$ cat config.mk
export PLATFORM = sky130hd
export DESIGN_NAME = axi_mst_read_mb_flat
export DESIGN_NICKNAME = d
export VERILOG_FILES = /design/src/rtl/axi_mst_read_mb_if.sv /design/src/rtl/axi_mst_read_mb.sv /design/src/flat_wrapper.sv
export SDC_FILE = /design/constraint.sdc
export NUM_CORES = 2
export LEC_CHECK = 0
export BUFFER_PORTS_ARGS = -buffer_cell sky130_fd_sc_hd__buf_2
export CAP_MARGIN = 20
export CELL_PAD_IN_SITES_DETAIL_PLACEMENT = 1
export CELL_PAD_IN_SITES_GLOBAL_PLACEMENT = 2
export CORE_MARGIN = 2
export CORE_UTILIZATION = 49
export DETAILED_ROUTE_END_ITERATION = 8
export GPL_TIMING_DRIVEN = 0
export MAX_ROUTING_LAYER = met4
export PLACE_DENSITY = 0.82
export SETUP_SLACK_MARGIN = 0.4
export SKIP_CTS_REPAIR_TIMING = 1
export SYNTH_ARGS = -nofsm -noshare
export SYNTH_HDL_FRONTEND = slang
export SYNTH_SLANG_ARGS = --single-unit
export TNS_END_PERCENT = 30
$ cat constraint.sdc
create_clock -name clk -period 7.1 [get_ports clk]
set_input_delay 1.42 -clock clk [delete_from_list [all_inputs] [get_ports clk]]
set_output_delay 1.42 -clock clk [all_outputs]
set_load 0.02 [all_outputs]
$ cat src/rtl/axi_mst_read_mb_if.sv
// AXI4 read-address/read-data channels plus the AXI-Stream output of the multi-burst read master.
// master modport is the read engine's view; slave is the memory/sink side.
interface axi_mst_read_mb_if #(
   parameter int ID_WIDTH   = 1,
   parameter int DATA_WIDTH = 64
);
   logic [ID_WIDTH-1:0]     m_axi_arid;
   logic [31:0]             m_axi_araddr;
   logic [7:0]              m_axi_arlen;
   logic [2:0]              m_axi_arsize;
   logic [1:0]              m_axi_arburst;
   logic                    m_axi_arlock;
   logic [3:0]              m_axi_arcache;
   logic [2:0]              m_axi_arprot;
   logic [3:0]              m_axi_arregion;
   logic [3:0]              m_axi_arqos;
   logic                    m_axi_arvalid;
   logic                    m_axi_arready;
   logic [ID_WIDTH-1:0]     m_axi_rid;
   logic [DATA_WIDTH-1:0]   m_axi_rdata;
   logic [1:0]              m_axi_rresp;
   logic                    m_axi_rlast;
   logic                    m_axi_rvalid;
   logic                    m_axi_rready;
   logic                    m_axis_tvalid;
   logic [DATA_WIDTH-1:0]   m_axis_tdata;
   logic [DATA_WIDTH/8-1:0] m_axis_tstrb;
   logic                    m_axis_tlast;
   logic                    m_axis_tready;

   modport master (
      output m_axi_arid, m_axi_araddr, m_axi_arlen, m_axi_arsize, m_axi_arburst, m_axi_arlock,
             m_axi_arcache, m_axi_arprot, m_axi_arregion, m_axi_arqos, m_axi_arvalid,
      input  m_axi_arready,
      input  m_axi_rid, m_axi_rdata, m_axi_rresp, m_axi_rlast, m_axi_rvalid,
      output m_axi_rready,
      output m_axis_tvalid, m_axis_tdata, m_axis_tstrb, m_axis_tlast,
      input  m_axis_tready
   );

   modport slave (
      input  m_axi_arid, m_axi_araddr, m_axi_arlen, m_axi_arsize, m_axi_arburst, m_axi_arlock,
             m_axi_arcache, m_axi_arprot, m_axi_arregion, m_axi_arqos, m_axi_arvalid,
      output m_axi_arready,
      output m_axi_rid, m_axi_rdata, m_axi_rresp, m_axi_rlast, m_axi_rvalid,
      input  m_axi_rready,
      input  m_axis_tvalid, m_axis_tdata, m_axis_tstrb, m_axis_tlast,
      output m_axis_tready
   );
endinterface

$ cat src/rtl/axi_mst_read_mb.sv
// Multi-burst AXI4 read master streaming a contiguous region to AXI-Stream; R beat to tvalid in 1 cycle.
// Bursts (<= MAX_BURST, never crossing 4 kB) issue only when FIFO credits cover them; rready = FIFO not full.
module axi_mst_read_mb #(
   parameter int ID_WIDTH   = 1,
   parameter int DATA_WIDTH = 64,
   parameter int MAX_BURST  = 16,
   parameter int FIFO_DEPTH = 32
) (
   input  logic               clk,
   input  logic               rstn,
   axi_mst_read_mb_if.master  bus,
   input  logic               START_REG,
   input  logic [31:0]        ADDR_REG,
   input  logic [31:0]        LENGTH_REG,
   output logic               RIDLE_REG,
   output logic               RDONE_REG,
   output logic               RERR_REG
);
   localparam int BPB = DATA_WIDTH / 8;
   localparam int BSH = $clog2(BPB);
   localparam int AW  = $clog2(FIFO_DEPTH);
   localparam int CW  = AW + 1;

   typedef enum logic [2:0] {S_INIT, S_IDLE, S_LOAD, S_ISSUE, S_DRAIN, S_END} state_t;
   state_t state_q, state_d;

   logic [31:0]     addr_q, rem_q, length_q, rx_cnt_q;
   logic [31:0]     addr_d, rem_d;
   logic [8:0]      len_q, len_d;
   logic [CW-1:0]   credits_q;
   logic            rerr_q;
   logic            ar_hs, r_hs, pop, last_flag;

   logic [DATA_WIDTH:0] mem [FIFO_DEPTH];
   logic [DATA_WIDTH:0] head;
   logic [AW-1:0]       wr_ptr_q, rd_ptr_q;
   logic [CW-1:0]       cnt_q;
   logic                fifo_full, fifo_empty;
   logic                unused_r;

   // min(remaining, MAX_BURST, beats left before the next 4 kB boundary)
   function automatic logic [8:0] burst_len(input logic [11:0] off, input logic [31:0] rem);
      logic [12:0] room;
      room = 13'((14'd4096 - {2'b00, off}) >> BSH);
      if (rem <= 32'(MAX_BURST) && rem <= {19'd0, room}) return rem[8:0];
      else if (13'(MAX_BURST) <= room)                    return 9'(MAX_BURST);
      else                                                 return room[8:0];
   endfunction

   assign fifo_full  = (cnt_q == CW'(FIFO_DEPTH));
   assign fifo_empty = (cnt_q == '0);
   assign ar_hs      = bus.m_axi_arvalid & bus.m_axi_arready;
   assign r_hs       = bus.m_axi_rvalid & bus.m_axi_rready;
   assign pop        = bus.m_axis_tvalid & bus.m_axis_tready;
   assign last_flag  = (rx_cnt_q == length_q - 32'd1);

   always_comb begin
      state_d = state_q;
      case (state_q)
         S_INIT:  state_d = S_IDLE;
         S_IDLE:  if (START_REG) state_d = S_LOAD;
         S_LOAD:  state_d = (LENGTH_REG == 32'd0) ? S_DRAIN : S_ISSUE;
         S_ISSUE: if (ar_hs && rem_q == {23'd0, len_q}) state_d = S_DRAIN;
         S_DRAIN: if (rx_cnt_q == length_q && fifo_empty) state_d = S_END;
         S_END:   if (!START_REG) state_d = S_IDLE;
         default: state_d = S_INIT;
      endcase
   end

   always_comb begin
      addr_d = addr_q;
      rem_d  = rem_q;
      if (state_q == S_LOAD) begin
         addr_d = ADDR_REG & ~32'(BPB - 1);
         rem_d  = LENGTH_REG;
      end else if (ar_hs) begin
         addr_d = addr_q + ({23'd0, len_q} << BSH);
         rem_d  = rem_q - {23'd0, len_q};
      end
   end

   // the next burst length is precomputed so it is a register while arvalid is up
   assign len_d = burst_len(addr_d[11:0], rem_d);

   always_ff @(posedge clk) begin
      if (!rstn) begin
         state_q   <= S_INIT;
         addr_q    <= '0;
         rem_q     <= '0;
         len_q     <= 9'd1;
         length_q  <= '0;
         rx_cnt_q  <= '0;
         credits_q <= CW'(FIFO_DEPTH);
         rerr_q    <= 1'b0;
         wr_ptr_q  <= '0;
         rd_ptr_q  <= '0;
         cnt_q     <= '0;
      end else begin
         state_q <= state_d;
         addr_q  <= addr_d;
         rem_q   <= rem_d;
         if (state_q == S_LOAD || ar_hs) len_q <= len_d;
         if (state_q == S_LOAD) begin
            length_q  <= LENGTH_REG;
            rx_cnt_q  <= '0;
            rerr_q    <= 1'b0;
            credits_q <= CW'(FIFO_DEPTH);
         end else begin
            if (r_hs) begin
               rx_cnt_q <= rx_cnt_q + 32'd1;
               if (bus.m_axi_rresp != 2'b00) rerr_q <= 1'b1;
            end
            credits_q <= credits_q - (ar_hs ? CW'(len_q) : CW'(0)) + CW'(pop);
         end
         if (r_hs) wr_ptr_q <= wr_ptr_q + AW'(1);
         if (pop)  rd_ptr_q <= rd_ptr_q + AW'(1);
         cnt_q <= cnt_q + CW'(r_hs) - CW'(pop);
      end
   end

   always_ff @(posedge clk) begin
      if (r_hs) mem[wr_ptr_q] <= {last_flag, bus.m_axi_rdata};
   end

   assign head = mem[rd_ptr_q];

   assign bus.m_axi_arid     = '0;
   assign bus.m_axi_araddr   = addr_q;
   assign bus.m_axi_arlen    = 8'(len_q - 9'd1);
   assign bus.m_axi_arsize   = 3'(BSH);
   assign bus.m_axi_arburst  = 2'b01;
   assign bus.m_axi_arlock   = 1'b0;
   assign bus.m_axi_arcache  = 4'b0000;
   assign bus.m_axi_arprot   = 3'b010;
   assign bus.m_axi_arregion = 4'd0;
   assign bus.m_axi_arqos    = 4'd0;
   // credits only grow while a burst waits, so arvalid cannot drop before arready
   assign bus.m_axi_arvalid  = (state_q == S_ISSUE) && (credits_q >= CW'(len_q));
   assign bus.m_axi_rready   = ~fifo_full;

   assign bus.m_axis_tvalid  = ~fifo_empty;
   assign bus.m_axis_tdata   = head[DATA_WIDTH-1:0];
   assign bus.m_axis_tlast   = head[DATA_WIDTH] & ~fifo_empty;
   assign bus.m_axis_tstrb   = '1;

   // beat sequencing relies on the local count, not on rid/rlast
   assign unused_r = ^{bus.m_axi_rid, bus.m_axi_rlast};

   assign RIDLE_REG = (state_q == S_IDLE);
   assign RDONE_REG = (state_q == S_END);
   assign RERR_REG  = rerr_q;
endmodule

$ cat src/flat_wrapper.sv
// flat-port wrapper written by rule: the top's interface ports become plain ports
module axi_mst_read_mb_flat 
#(
   parameter int ID_WIDTH   = 1,
   parameter int DATA_WIDTH = 64,
   parameter int MAX_BURST  = 16,
   parameter int FIFO_DEPTH = 32
)
  (clk, rstn, START_REG, ADDR_REG, LENGTH_REG, RIDLE_REG, RDONE_REG, RERR_REG, bus_m_axi_arid, bus_m_axi_araddr, bus_m_axi_arlen, bus_m_axi_arsize, bus_m_axi_arburst, bus_m_axi_arlock, bus_m_axi_arcache, bus_m_axi_arprot, bus_m_axi_arregion, bus_m_axi_arqos, bus_m_axi_arvalid, bus_m_axi_arready, bus_m_axi_rid, bus_m_axi_rdata, bus_m_axi_rresp, bus_m_axi_rlast, bus_m_axi_rvalid, bus_m_axi_rready, bus_m_axis_tvalid, bus_m_axis_tdata, bus_m_axis_tstrb, bus_m_axis_tlast, bus_m_axis_tready);
  axi_mst_read_mb_if #(.ID_WIDTH(ID_WIDTH), .DATA_WIDTH(DATA_WIDTH)) bus_i ();
  input  logic clk;
  input  logic rstn;
  input  logic START_REG;
  input  logic [31:0] ADDR_REG;
  input  logic [31:0] LENGTH_REG;
  output logic RIDLE_REG;
  output logic RDONE_REG;
  output logic RERR_REG;
  output wire logic [$bits(bus_i.m_axi_arid)-1:0] bus_m_axi_arid;
  output wire logic [$bits(bus_i.m_axi_araddr)-1:0] bus_m_axi_araddr;
  output wire logic [$bits(bus_i.m_axi_arlen)-1:0] bus_m_axi_arlen;
  output wire logic [$bits(bus_i.m_axi_arsize)-1:0] bus_m_axi_arsize;
  output wire logic [$bits(bus_i.m_axi_arburst)-1:0] bus_m_axi_arburst;
  output wire logic [$bits(bus_i.m_axi_arlock)-1:0] bus_m_axi_arlock;
  output wire logic [$bits(bus_i.m_axi_arcache)-1:0] bus_m_axi_arcache;
  output wire logic [$bits(bus_i.m_axi_arprot)-1:0] bus_m_axi_arprot;
  output wire logic [$bits(bus_i.m_axi_arregion)-1:0] bus_m_axi_arregion;
  output wire logic [$bits(bus_i.m_axi_arqos)-1:0] bus_m_axi_arqos;
  output wire logic [$bits(bus_i.m_axi_arvalid)-1:0] bus_m_axi_arvalid;
  input wire logic [$bits(bus_i.m_axi_arready)-1:0] bus_m_axi_arready;
  input wire logic [$bits(bus_i.m_axi_rid)-1:0] bus_m_axi_rid;
  input wire logic [$bits(bus_i.m_axi_rdata)-1:0] bus_m_axi_rdata;
  input wire logic [$bits(bus_i.m_axi_rresp)-1:0] bus_m_axi_rresp;
  input wire logic [$bits(bus_i.m_axi_rlast)-1:0] bus_m_axi_rlast;
  input wire logic [$bits(bus_i.m_axi_rvalid)-1:0] bus_m_axi_rvalid;
  output wire logic [$bits(bus_i.m_axi_rready)-1:0] bus_m_axi_rready;
  output wire logic [$bits(bus_i.m_axis_tvalid)-1:0] bus_m_axis_tvalid;
  output wire logic [$bits(bus_i.m_axis_tdata)-1:0] bus_m_axis_tdata;
  output wire logic [$bits(bus_i.m_axis_tstrb)-1:0] bus_m_axis_tstrb;
  output wire logic [$bits(bus_i.m_axis_tlast)-1:0] bus_m_axis_tlast;
  input wire logic [$bits(bus_i.m_axis_tready)-1:0] bus_m_axis_tready;
  assign bus_m_axi_arid = bus_i.m_axi_arid;
  assign bus_m_axi_araddr = bus_i.m_axi_araddr;
  assign bus_m_axi_arlen = bus_i.m_axi_arlen;
  assign bus_m_axi_arsize = bus_i.m_axi_arsize;
  assign bus_m_axi_arburst = bus_i.m_axi_arburst;
  assign bus_m_axi_arlock = bus_i.m_axi_arlock;
  assign bus_m_axi_arcache = bus_i.m_axi_arcache;
  assign bus_m_axi_arprot = bus_i.m_axi_arprot;
  assign bus_m_axi_arregion = bus_i.m_axi_arregion;
  assign bus_m_axi_arqos = bus_i.m_axi_arqos;
  assign bus_m_axi_arvalid = bus_i.m_axi_arvalid;
  assign bus_i.m_axi_arready = bus_m_axi_arready;
  assign bus_i.m_axi_rid = bus_m_axi_rid;
  assign bus_i.m_axi_rdata = bus_m_axi_rdata;
  assign bus_i.m_axi_rresp = bus_m_axi_rresp;
  assign bus_i.m_axi_rlast = bus_m_axi_rlast;
  assign bus_i.m_axi_rvalid = bus_m_axi_rvalid;
  assign bus_m_axi_rready = bus_i.m_axi_rready;
  assign bus_m_axis_tvalid = bus_i.m_axis_tvalid;
  assign bus_m_axis_tdata = bus_i.m_axis_tdata;
  assign bus_m_axis_tstrb = bus_i.m_axis_tstrb;
  assign bus_m_axis_tlast = bus_i.m_axis_tlast;
  assign bus_i.m_axis_tready = bus_m_axis_tready;
  axi_mst_read_mb #(.ID_WIDTH(ID_WIDTH), .DATA_WIDTH(DATA_WIDTH), .MAX_BURST(MAX_BURST), .FIFO_DEPTH(FIFO_DEPTH)) u_core (.clk(clk), .rstn(rstn), .bus(bus_i), .START_REG(START_REG), .ADDR_REG(ADDR_REG), .LENGTH_REG(LENGTH_REG), .RIDLE_REG(RIDLE_REG), .RDONE_REG(RDONE_REG), .RERR_REG(RERR_REG));
endmodule
==> flow_summary.toml <==
[yosys]
synth-seq-cells = 2248
synthXorXnorAreaFrac = 0.0147
synth_top_family_by_area = "multiplexers"
async_flop_share = 0
synthCells = 4346
synth.avg_cell_area_um2 = 20.6
synth_seq_area_share = 0.734
synth_compound_area_frac = 0.0201
synth.area.mux_share = 0.172
yosys_warnings = 0
synth_edf_count = 2080
synth.distinct_cells = 85
synth_flop_cell = "edfxtp_1"
synthSimpleGateAreaFrac = 0.0351
synth_area_mm2 = 0.0897
synth_fa_ha_area_frac = 0.00926

[sta]
finalClockSkew_ns = 0.0234
worst_slack_ns = 0.710
clock.fmax_mhz = 156
finalMaxSlewViolations = 0
rsz0062_at_grt = "no"
min_period_ns = 6.39
post-route-period-util = 0.900
tightest_slew_ns = 1.14
finalSetupViolCount = 0
hold_ws_ns = 0.443
maxSlewHeadroom = 0.238
hold_viol = 0

[worst_setup_path]
cp.arrival_ns = 4.97
path_max_fanout = 12
cp.required_ns = 5.68
r2r_cells = 23
critical_path.endpoint = "bus_m_axis_tdata[28]"
r2r_slack_ns = 0.77
rr_endpoint = "u_core.len_q[0]"
start_kind = "flip-flop"
cp-end-kind = "primary output"
critPathKind = "flip-flop to primary output"
timing.rr.start = "u_core.len_q[3]"

[cells_and_area]
mostFrequentLayoutCell = "edfxtp_1"
layout_common_cells = "edfxtp_1 (2080), mux4_2 (650), buf_2 (244)"
nets = 5230
drive_above_1_share = 0.303
areaGrowthSynthToFinish_pct = 17.3
utilization = 0.576
n_fill_cell = 15700

[floorplan]
placementRows = 157
core_area_mm2 = 0.182
initial_core_util = 0.491
die_x_um = 432
fp.dieH_um = 432
die_area_mm2 = 0.186
io-pin-count = 279

[pwr]
p_leak_nw = 33.5
pwr-share-comb = 0.216
netSwitchingFraction = 0.272
p_per_area_mw_per_mm2 = 325
pwr-share-clk = 0.351
seqPwrFrac = 0.433
intPower_mw = 24.9
p_sw_mw = 9.31
vdd_drop_max_v = 0.000209

[clocking]
tritoncts = "yes"
clock_path_buffers = 3
root_buffer = "clkbuf_16"
htreeDepth = 4
worstSkewPairLatency_ns = 0.88
cts.sinks = 2248
path_clk_slew_ns = 0.06
cts_buffers = 218

[hold_path]
hold_path.class = "flip-flop to flip-flop"

[place]
gp_congestion = 0.879
port_buffers = 243
place_hpwl_um = 174000
dpl_worst_slack_ns = -0.0399

[drt]
wl_per_cell_um = 35.9
drt-initial-drc-count = 6517
wirelength_um = 274000
antenna_left = 0
firstDrtPassIters = 6
vias = 49500
avgViaCountPerCell = 6.51
drc = 0

[flow_run]
cap_viol_max_count = 0

[outcome]
outcome = "finished, final reports clean"

[global_route]
grt_pass1_vias = 51000
grt_max_degree = 33
grt_overflow = 0
grt_use_total = 0.303
grt_pass1_wl_um = 385000
antenna_found_initial = 20
registers in the layout, indices dropped and copies added (netlist names), named ones only:
register	count
u_core.RERR_REG	1
u_core.wr_ptr_q	5
u_core.length_q	32
u_core.credits_q	6
u_core.len_q	9
u_core.rem_q	32
u_core.bus.m_axi_araddr	32
u_core.rd_ptr_q	5
u_core.mem	2080
u_core.cnt_q	6
u_core.state_q	3
u_core.rx_cnt_q	32
power by group through the flow:
stage	sequential (mW)	clock, mW	combinational, mW
6_report	14.8	12.0	7.39
5_1_grt	14.8	12.5	7.76
2_1_floorplan	15.1	0	4.49
3_5_place_dp	15.1	0	7.06
4_1_cts	14.8	12.1	7.20
3_3_place_gp	15.1	0	6.60
critical path, stage by stage, from the launching register on:
cell	delay [ns]
dfxtp_1	0.45
clkbuf_1	0.41
clkbuf_2	0.67
clkbuf_1	0.84
mux4_2	0.65
mux4_2	0.56
mux2_2	0.32
buf_2	0.17
cell usage after synthesis (41+ instances only):
master    number  area, µm²
nand2_1      146        548
mux4_2       650      14600
buf_1         56        210
and2_1        47        294
mux2_2        64        721
a21boi_0      41        308
clkbuf_1     156        586
nor2_1       135        507
xnor2_1       68        596
dfxtp_1      168       3360
a21oi_1       41        205
inv_1         48        180
o21ai_0       41        205
xor2_1        82        718
ha_1          60        751
edfxtp_1    2080      62500
worst min-delay path by stage:
stage | startpoint | end | slack, ns | depth (start not counted)
6_report | u_core.RERR_REG | u_core.RERR_REG | 0.44 | 2
5_1_grt | u_core.RERR_REG | u_core.RERR_REG | 0.49 | 2
4_1_cts | u_core.RERR_REG | u_core.RERR_REG | 0.44 | 2
3_5_place_dp | u_core.RERR_REG | u_core.RERR_REG | 0.44 | 2
3_3_place_gp | u_core.RERR_REG | u_core.RERR_REG | 0.44 | 2
2_1_floorplan | u_core.length_q[31] | u_core.length_q[31] | 0.46 | 2
cell type report:
type	instances	area, µm²	share of cell area
diodes	10	25.0	0.000238
clock buffers	259	5700	0.0542
plain buffers	252	1150	0.0110
repair buffers	434	4800	0.0456
multi-input cells	1826	22900	0.218
clock inverters	149	1580	0.0150
flip-flops and latches	2248	65800	0.626
inverters	48	180	0.00171
well taps	2385	2980	0.0284
cell families after synthesis:
group / Yosys count
DFF: 2248
muxes: 720
and+or+nand+nor: 606
buffers and inverters: 300
AOI/OAI and AO/OA: 256
xor gates and xnor gates: 150
adders and majority gates: 64
other: 2
per-layer routing:
layer | global-route usage | vias to the layer above | part of all wire
li1 | - | 19300 | -
met1 | 0.391 | 26400 | 0.37
met2 | 0.483 | 3225 | 0.50
met3 | 0.0534 | 585 | 0.091
met4 | 0.120 | 0 | 0.038
met5 | - | - | 0
stage by stage:
step	power (mW)	area (µm²)	setup TNS [ns]	cells
final	34.2	105000	0	7611
after global routing	35.1	105000	0	7606
after CTS	34.1	104000	-0.122	7555
after detailed placement	22.1	97200	-0.0878	7147
after global placement	21.7	94000	-6552.10	7002
after floorplan	19.5	89800	0	4374
No activity file was read; power rests on OpenSTA's default activity.
